--- src/rtl/npc_btb_predictor.sv ---
// Fetch PC register with a direct-mapped BTB (2-bit counters) that predicts the next fetch address.
// Branches are resolved in ID; a mispredicted resolution redirects fetch and flushes IF.
module npc_btb_predictor #(
  parameter int          ENTRIES    = 16,
  parameter logic [31:0] RESET_PC   = 32'h0000_3000,
  parameter bit          JR_PREDICT = 1'b1,
  parameter int          CNT_W      = 16
) (
  input  logic             clk,
  input  logic             reset,
  input  logic             stall,
  output logic [31:0]      pc,
  output logic             pred_taken,
  output logic [31:0]      pred_target,
  input  logic             res_valid,
  input  logic [31:0]      res_pc,
  input  logic [1:0]       res_kind,
  input  logic             res_taken,
  input  logic [31:0]      res_target,
  input  logic             res_pred_taken,
  input  logic [31:0]      res_pred_target,
  output logic             flush,
  output logic [CNT_W-1:0] mispredict_cnt
);

  localparam int IDX = $clog2(ENTRIES);
  localparam int TW  = 30 - IDX;
  localparam logic [CNT_W-1:0] CNT_ONE = {{(CNT_W-1){1'b0}}, 1'b1};

  logic [ENTRIES-1:0] valid;
  logic [ENTRIES-1:0] is_jump;
  logic [TW-1:0]      tag    [ENTRIES];
  logic [31:0]        target [ENTRIES];
  logic [1:0]         ctr    [ENTRIES];

  logic [IDX-1:0] fidx, ridx;
  logic [TW-1:0]  ftag, rtag;
  logic           fhit, rhit;
  logic           mispredict;
  logic [31:0]    redirect;

  assign fidx = pc[IDX+1:2];
  assign ftag = pc[31:IDX+2];
  assign ridx = res_pc[IDX+1:2];
  assign rtag = res_pc[31:IDX+2];

  assign fhit        = valid[fidx] && (tag[fidx] == ftag);
  assign rhit        = valid[ridx] && (tag[ridx] == rtag);
  assign pred_taken  = fhit && (is_jump[fidx] || ctr[fidx][1]);
  assign pred_target = pred_taken ? target[fidx] : pc + 32'd4;

  // Resolutions arriving while reset is asserted are ignored, including the flush.
  assign mispredict = reset && res_valid &&
                      ((res_taken != res_pred_taken) ||
                       (res_taken && (res_target != res_pred_target)));
  assign redirect   = res_taken ? res_target : res_pc + 32'd4;
  assign flush      = mispredict;

  logic       alloc, bump, inval, alloc_jump;
  logic [1:0] alloc_ctr;

  always_comb begin
    alloc      = 1'b0;
    bump       = 1'b0;
    inval      = 1'b0;
    alloc_jump = 1'b0;
    alloc_ctr  = 2'b10;
    if (res_valid) begin
      case (res_kind)
        2'b01: begin
          if (rhit)           bump  = 1'b1;
          else if (res_taken) alloc = 1'b1;
        end
        2'b10: begin
          alloc      = 1'b1;
          alloc_ctr  = 2'b11;
          alloc_jump = 1'b1;
        end
        2'b11: begin
          if (JR_PREDICT) begin
            alloc      = 1'b1;
            alloc_ctr  = 2'b11;
            alloc_jump = 1'b1;
          end
        end
        default: inval = rhit;
      endcase
    end
  end

  // Mispredict redirect outranks the stall hold; the BTB write lands at the same edge.
  always_ff @(posedge clk) begin
    if (!reset) begin
      pc             <= RESET_PC;
      valid          <= '0;
      is_jump        <= '0;
      mispredict_cnt <= '0;
      for (int i = 0; i < ENTRIES; i++) ctr[i] <= 2'b00;
    end else begin
      if (mispredict)  pc <= redirect;
      else if (!stall) pc <= pred_target;

      if (alloc) begin
        valid[ridx]   <= 1'b1;
        tag[ridx]     <= rtag;
        target[ridx]  <= res_target;
        ctr[ridx]     <= alloc_ctr;
        is_jump[ridx] <= alloc_jump;
      end else if (bump) begin
        if (res_taken) begin
          target[ridx] <= res_target;
          if (ctr[ridx] != 2'b11) ctr[ridx] <= ctr[ridx] + 2'd1;
        end else if (ctr[ridx] != 2'b00) begin
          ctr[ridx] <= ctr[ridx] - 2'd1;
        end
      end else if (inval) begin
        valid[ridx] <= 1'b0;
      end

      if (mispredict && (mispredict_cnt != '1)) mispredict_cnt <= mispredict_cnt + CNT_ONE;
    end
  end

endmodule

--- config.mk ---
export PLATFORM = sky130hd
export DESIGN_NAME = npc_btb_predictor
export DESIGN_NICKNAME = d
export VERILOG_FILES = /design/src/rtl/npc_btb_predictor.sv
export SDC_FILE = /design/constraint.sdc
export NUM_CORES = 1
export LEC_CHECK = 0
export CORE_MARGIN = 5
export CORE_UTILIZATION = 45
export DETAILED_ROUTE_END_ITERATION = 8
export PLACE_DENSITY_LB_ADDON = 0.08
export SLEW_MARGIN = 15
export SYNTH_ARGS = -nofsm -noshare
export SYNTH_HDL_FRONTEND = slang
export SYNTH_SLANG_ARGS = --single-unit
--- constraint.sdc ---
create_clock -name clk -period 4.9 [get_ports clk]
set_clock_uncertainty 0.05 [all_clocks]
set_input_delay 0.49 -clock clk [delete_from_list [all_inputs] [get_ports clk]]
set_output_delay 0.49 -clock clk [all_outputs]
set_load 0.01 [all_outputs]
; ---- Yosys cells after proc, flatten, opt, wreduce, memory -nomap -nowiden
; Memory sizes are Yosys's and may differ from the RTL's. A register that Yosys moved wholly into a read port is not among the register bits.
; Index checks and enable logic that the tools add are counted.
[classes]
n_shift = 0
mul = 0
n_div = 0
n_mux = 61
n_lt_le_gt_ge = 3
n_reduce_logical = 16
n_addsub = 5
n_eq_ne = 11
bitwise = 6
[ops]
columns = cell, n
row1 = 32-bit two-way mux, 5
row2 = 32-bit by 3-bit adder with 32-bit output (second input constant), 2
row3 = 26-bit equality test, 2
row4 = 16-bit two-way mux, 3
row5 = 1-bit two-way mux, 37
row6 = 32-bit inequality test, 1
row7 = 4-bit two-way mux, 7
row8 = 16-bit by 1-bit adder with 16-bit output (second input constant), 1
row9 = 16-bit AND, 1
row10 = 16-bit bitwise mux, 1
row11 = 16-bit inequality test (second input constant), 1
row12 = 16-bit NOT, 1
row13 = 16-bit bitwise OR, 1
row14 = 1-bit binary-select mux with 4-bit select, 3
row15 = 4-bit by 5-bit < comparator with 1-bit output (second input constant), 2
row16 = 1-bit logical AND, 8
row17 = 2-bit two-way mux, 3
row18 = 1-bit demux with 4-bit select, 1
row19 = 2-bit equality test (second input constant), 2
row20 = 4-bit by 1-bit >= comparator with 1-bit output (second input constant), 1
row21 = 2-bit inequality test (second input constant), 2
row22 = 2-bit nonzero test, 2
row23 = 2-bit OR reduction, 2
row24 = 1-bit bitwise OR, 3
row25 = 9 further kinds, 10
[word_totals]
latchBits = 0
word_cells = 109
input_bits = 104
register_bits = 80
mem_bits_ro = 0
ram_bits = 960
output_inout_bits = 82
memories = 3
[memory_table]
columns = memory, depth, word_bits, rd, rd_ports_with_merged_regs, wr, line_no
row1 = target, 16, 32, 1, 1, 1, 33  ; logic [31:0] target [ENTRIES];
row2 = tag, 16, 26, 2, 1, 1, 32  ; logic [TW-1:0] tag [ENTRIES];
row3 = ctr, 16, 2, 2, 1, 16, 34  ; logic [1:0] ctr [ENTRIES];

; ---- Longest topological paths before layout
; Gate-level depths: netlist (run 1).
[depth]
ltp_word = 14
depth_mapped = 17
mapped_depth_nobuf = 10

; ---- Worst setup path before layout (run 1)
; No wires, ideal clock.
[synth_timing]
kind = input -> register
start = input port res_pc[2]
end = memory ctr[12][0] (enable)
n_path_buf = 6
cell_stages = 14
arrival_ps = 4115
path_slack_ps = 412
required_ps = 4527
setup_ps = 323
cell_sequence = buf_4 -> buf_6 -> buf_4 -> buf_4 -> buf_1 -> mux4_2 -> mux4_2 -> ha_1 -> inv_1 -> a21oi_1 -> or3_1 -> o21a_1 -> clkbuf_1 -> a22oi_1
[synth_rtl]
columns = item, line_no
row1 = from (decl), 16  ; input logic [31:0] res_pc,
row2 = to (decl), 34

==> run metrics, run 1 <==
Final Cycle Share=1.01; Critical Path Most Common Cell=buf_12; Leak=19.4 nW; Worst EP required=4360 ps; setup TNS=-489 ps; Worst EP arrival=4430 ps; worst-case reg-to-reg path depth=15; Pre-Repair DR Iteration Count=5; # fillers=8429; placed cells=4564; largest net degree at the start of global routing=116; EDFF count, synth=960; Worst path max stage delay=580 ps; routed wire length=169000 um; RSZ-0062 raised after global routing=yes; final period demand of the worst path=4970 ps; cells after synthesis=2892; R2R setup slack=520 ps; vias=31000; Via density=6.43; hold depth=4; Fin. Hold Viols=0; WL met3=15300 um; yosys warns=0; Setup Crit Path Kind=reg2out; run status=complete, but fails checks; Max Cap Viol=0; Hold Crit Class=in2reg; Reg area=30500 um2; most frequent cells in the layout=960 x edfxtp_1, 340 x mux4_2, 261 x buf_4; port buffer count=185; Finished Layout Cells=4821; Die Wd=337 um; total power=21.2 mW; CP Max Fanout=6; 1st-iter DRT viols=4029; synthesized area per cell=16.7 um2; post-layout net count=3438; GPL Wtd Cong=0.966; Mapped Nets=3004; CTS Sinks=1044; endpoint of the worst hold path=pc[6]; violated checks=setup timing; Slew Viols, Final=0; Post-Place Setup Slack=-177 ps; post-synthesis cell type count=84; Area Growth Syn to Fin=21.3%; Post-Syn Area=48200 um2; clock buffer depth=3; slowest cell on the critical path=or4_4; register area share after synthesis=0.633; CTS tree=built; IO Pins=186; uppermost routed layer=met5; initial core utilization=0.451; worst hold slack=349 ps; Post-synth ARST share=0; fraction of layout cells with a size suffix above 1=0.308; Congestion Overflow GR=0; full die area=114000 um2; Clk pin slew, worst setup/hold paths=60 ps; CTS Buf Count=108; Relative slew margins=0.235; DRC=0; CORE AREA=107000 um2; Root Buffer=clkbuf_16; area of the multi-input gates=17100 um2; Worst Setup Start Kind=flip-flop; GRT Total Usage=0.293; number of global-route vias before repair=30900; min-delay src=reset; routed length on met2=80700 um; ANT nets after route=0; initial antenna violation count=7; clk_lat worst skew=710 ps; Final setup viols=17; DRT met1 WL=66300 um; number of synthesized register bits=1044; # rows=120; final setup margin=-69.6 ps; crit-path cells=buf_4 -> buf_12 -> mux4_2 -> mux2i_2 -> xnor2_1 -> a211oi_2 -> a31oi_4 -> or4_4 -> nor3_4 -> buf_12 -> buf_12 -> buf_12 -> buf_6 -> mux2_4 -> buf_6; Peak Freq=0.201 GHz; placed wire-length estimate=112000 um; Peak VDD IR=324 uV; wire per inst=35.0 um; most common cell after layout, fill and taps aside=edfxtp_1; htree depth=3; pwr/cell area=362 nW/um2; CP Capture Type=output pin; first-pass GRT wire length=235000 um; Die Height=337 um; Worst-Margin Slew=1150 ps; dominant synthesized flop cell=edfxtp_1
[per-stage QoR]
stage,utilization,area [um2]
4_1_cts,0.545,58200
5_1_grt,0.548,58500
3_3_place_gp,0.505,53900
2_1_floorplan,-,48200
3_5_place_dp,0.505,53900
6_report,0.548,58500
[cells by family after synthesis]
family / after synthesis / synth area share
fa+ha+maj: 8 / 0.00208
xor+xnor: 143 / 0.0260
compound gates: 305 / 0.0458
mux: 570 / 0.208
simple gates: 590 / 0.0613
flops: 1044 / 0.633
buf+inv: 232 / 0.0237
[cell usage after synthesis (all sizes together), types with 25 or more instances]
cell / number / area, um2
clkbuf: 98 / 369
dfxtp: 84 / 1680
o31ai: 30 / 225
buf: 107 / 661
mux2: 55 / 619
xor2: 73 / 639
a21oi: 44 / 220
nand4: 44 / 288
xnor2: 70 / 613
nand2: 140 / 526
and2: 25 / 156
nor3: 30 / 161
o21ai: 51 / 255
mux2i: 175 / 1750
nor2: 145 / 544
nand3: 72 / 360
and3: 28 / 175
edfxtp: 960 / 28800
a22oi: 32 / 245
mux4: 340 / 7660
[flip-flops by register name, summed over array words and instances (netlist names), named ones only]
register and cells:
is_jump 16, mispredict_cnt 16, ctr 32, target 512, pc 32, tag 416
[cell type report]
class,instances,area share
Sequential cell,1044,0.522
Multi-Input combinational cell,1616,0.293
Timing Repair Buffer,531,0.0925
Clock buffer,127,0.0487
Tap cell,1403,0.0300
Clock inverter,74,0.0125
Inverter,25,0.00169
Antenna cell,1,0.0000428
[worst max-delay path, delay by kind of cell (launching register included)]
kind	cells	cell delay, ps
flops	1	420
xor+xnor	1	120
simple gates	2	830
mux	3	1040
compound gates	2	400
buf+inv	7	920
[layer usage]
layer,up-vias,GRT usage
li1,12600,-
met1,16200,0.404
met2,1861,0.477
met3,310,0.0499
met4,4,0.0994
met5,-,0
[report_power, final]
group | total (mW) | leakage [nW] | switching, mW | internal, mW
Clock | 8.35 | 1.74 | 3.52 | 4.83
Sequential | 9.96 | 9.32 | 0.119 | 9.84
Combinational | 2.88 | 8.35 | 1.59 | 1.29
[repair_timing]
action / CTS / global route
buffers inserted: 27 / 24
setup endpoints to repair: 33 / 33
resized for setup: 161 / 66
hold buffers: 0 / 0
cloned: 7 / 0
pin swaps: 13 / 10
[worst max-delay path by stage]
stage,from,slack (ps),depth (start not counted),endpoint
finish,flip-flop,-70,15,pred_target[10]
global route,flip-flop,-180,16,pred_target[27]
CTS,flip-flop,-110,13,pred_target[16]
detailed placement,flip-flop,-180,13,pred_target[30]
global placement,flip-flop,-200,13,pred_target[30]
floorplan,res_pc[2],410,14,ctr[12][0]
No activity file was read; power rests on OpenSTA's default activity.
==> run 2, diff against run 1 <==
- DONT_BUFFER_PORTS: default -> 1
- REMOVE_ABC_BUFFERS: default -> 1
==> run metrics, run 2 (synthesized netlist as in run 1, its figures left out) <==
CP Capture Type=output pin; Final Cycle Share=0.994 (-0.0205); placed wire-length estimate=103000 um (-7.5%); post-layout net count=3151 (-8.3%); Peak Freq=0.205 GHz (+2.1%); initial antenna violation count=7 (unchanged); vias=30100 (-3.0%); ANT nets after route=0 (unchanged); CTS Buf Count=111 (+2.8%); clk_lat worst skew=710 ps (about the same); # rows=120 (unchanged); Reg with most FFs=target; GR Util met2=0.476 (-0.00139); Die Height=337 um (unchanged); IO Pins=186 (unchanged); htree depth=3 (unchanged); area post-placement=50600 um2 (-6.2%); Via density=6.63 (+3.0%); worst hold slack=51.4 ps (-298 ps); Worst EP required=4360 ps (about the same); clock buffer depth=3 (unchanged); post-route cell area=55700 um2 (-4.8%); Worst EP arrival=4330 ps (-100 ps); Pre-Repair DR Iteration Count=7 (+2); total power=20.8 mW (-1.6%); Congestion Overflow GR=0 (unchanged); final period demand of the worst path=4870 ps (-100 ps); first-pass GRT wire length=236000 um (+0.59%); Leak=18.0 nW (-7.2%); Worst-Margin Slew=1040 ps (-107 ps); CTS tree=built; largest net degree at the start of global routing=123 (+6.0%); Root Buffer=clkbuf_16; CP Max Fanout=29 (+23); setup TNS=0 ps (+489 ps); met1 GRT Util=0.408 (+0.00390); Finished Layout Cells=4540 (-5.8%); Die Wd=337 um (unchanged); port buffer count=0 (-100%); M3 GR Usage=0.0633 (+0.0134); largest registers=target x512, tag x416; CORE AREA=107000 um2 (unchanged); full die area=114000 um2 (unchanged); Fin. Hold Viols=0 (unchanged); Setup Crit Path Kind=reg2out; wire per inst=37.5 um (+7.1%); most common cell after layout, fill and taps aside=edfxtp_1; RSZ-0062 raised after global routing=yes; GPL Wtd Cong=0.897 (-7.2%); final setup margin=30.8 ps (+100 ps); fraction of layout cells with a size suffix above 1=0.264 (-0.0438); initial core utilization=0.451 (unchanged); routed wire length=170000 um (+0.82%); placed cells=4228 (-7.4%); most frequent cells in the layout=960 x edfxtp_1, 340 x mux4_2, 167 x mux2i_1; Post-Place Setup Slack=168 ps (+345 ps); 1st-iter DRT viols=3734 (-7.3%); pwr/cell area=374 nW/um2 (+3.4%); Hold Crit Class=in2reg; Clk pin slew, worst setup/hold paths=60 ps (about the same); gr busiest metal=met2; Final setup viols=0 (-17); run status=completed; Slew Viols, Final=0 (unchanged); Area Growth Syn to Fin=15.5%; Max Cap Viol=0 (unchanged); Peak VDD IR=337 uV (+4.1%); Final Util=0.522 (-0.0263); GRT Total Usage=0.295 (+0.00189); max reg flops=512 (unchanged); DRC=0 (unchanged); number of global-route vias before repair=30000 (-2.7%); Worst Setup Start Kind=flip-flop; Relative slew margins=0.304 (+0.0696); CTS Sinks=1044 (unchanged)
[run 2: cell type report]
| class | count | area [um2] |
|---|---|---|
| antenna | 2 | 5.00 |
| clock buffer | 129 | 2850 |
| clock inverter | 80 | 825 |
| fill | 8647 | 51100 |
| inverter | 25 | 95.1 |
| multi-input combinational | 1616 | 17000 |
| sequential | 1044 | 30500 |
| tap | 1403 | 1760 |
| timing repair buffer | 241 | 2640 |
[run 2: what timing repair did]
item,CTS,global route
setup buffers,14,15
hold buffers,66,0
resized for setup,20,37
endpoints found under the setup margin,33,31
gates cloned,1,5
pin swaps,2,6
endpoints found under the hold margin,1011,0
[run 2: worst max-delay path, stage by stage (launching register included)]
cell     delay [ps]
dfxtp_4         400
buf_4           150
buf_16          230
mux4_2          560
mux4_2          490
xnor2_2         300
and4_1          230
nand4_1         180
nor3_4          250
buf_12          190
buf_16          200
mux2i_4         270
buf_6           130
[run 2: layer usage]
layer | up-vias | share of wire
met2 | 1693 | 0.48
met1 | 16100 | 0.40
met3 | 288 | 0.092
li1 | 12000 | -
met4 | 0 | 0.036
met5 | - | 0
[run 2: path summary, 6_finish.rpt]
kind                                  start              to  slack, ps  cells past startpoint
worst max-delay path              flip-flop  pred_target[6]         30                     12
worst min-delay path            res_kind[1]       flip-flop         50                      2
worst max register to register    flip-flop          pc[17]        550                     14
worst min register to register   is_jump[6]      is_jump[6]        430                      1
[run 2: power by group]
part | internal (mW) | leakage (nW) | switching [mW]
clock | 4.86 | 1.78 | 3.64
sequential | 9.84 | 9.32 | 0.139
combinational | 1.05 | 6.91 | 1.32
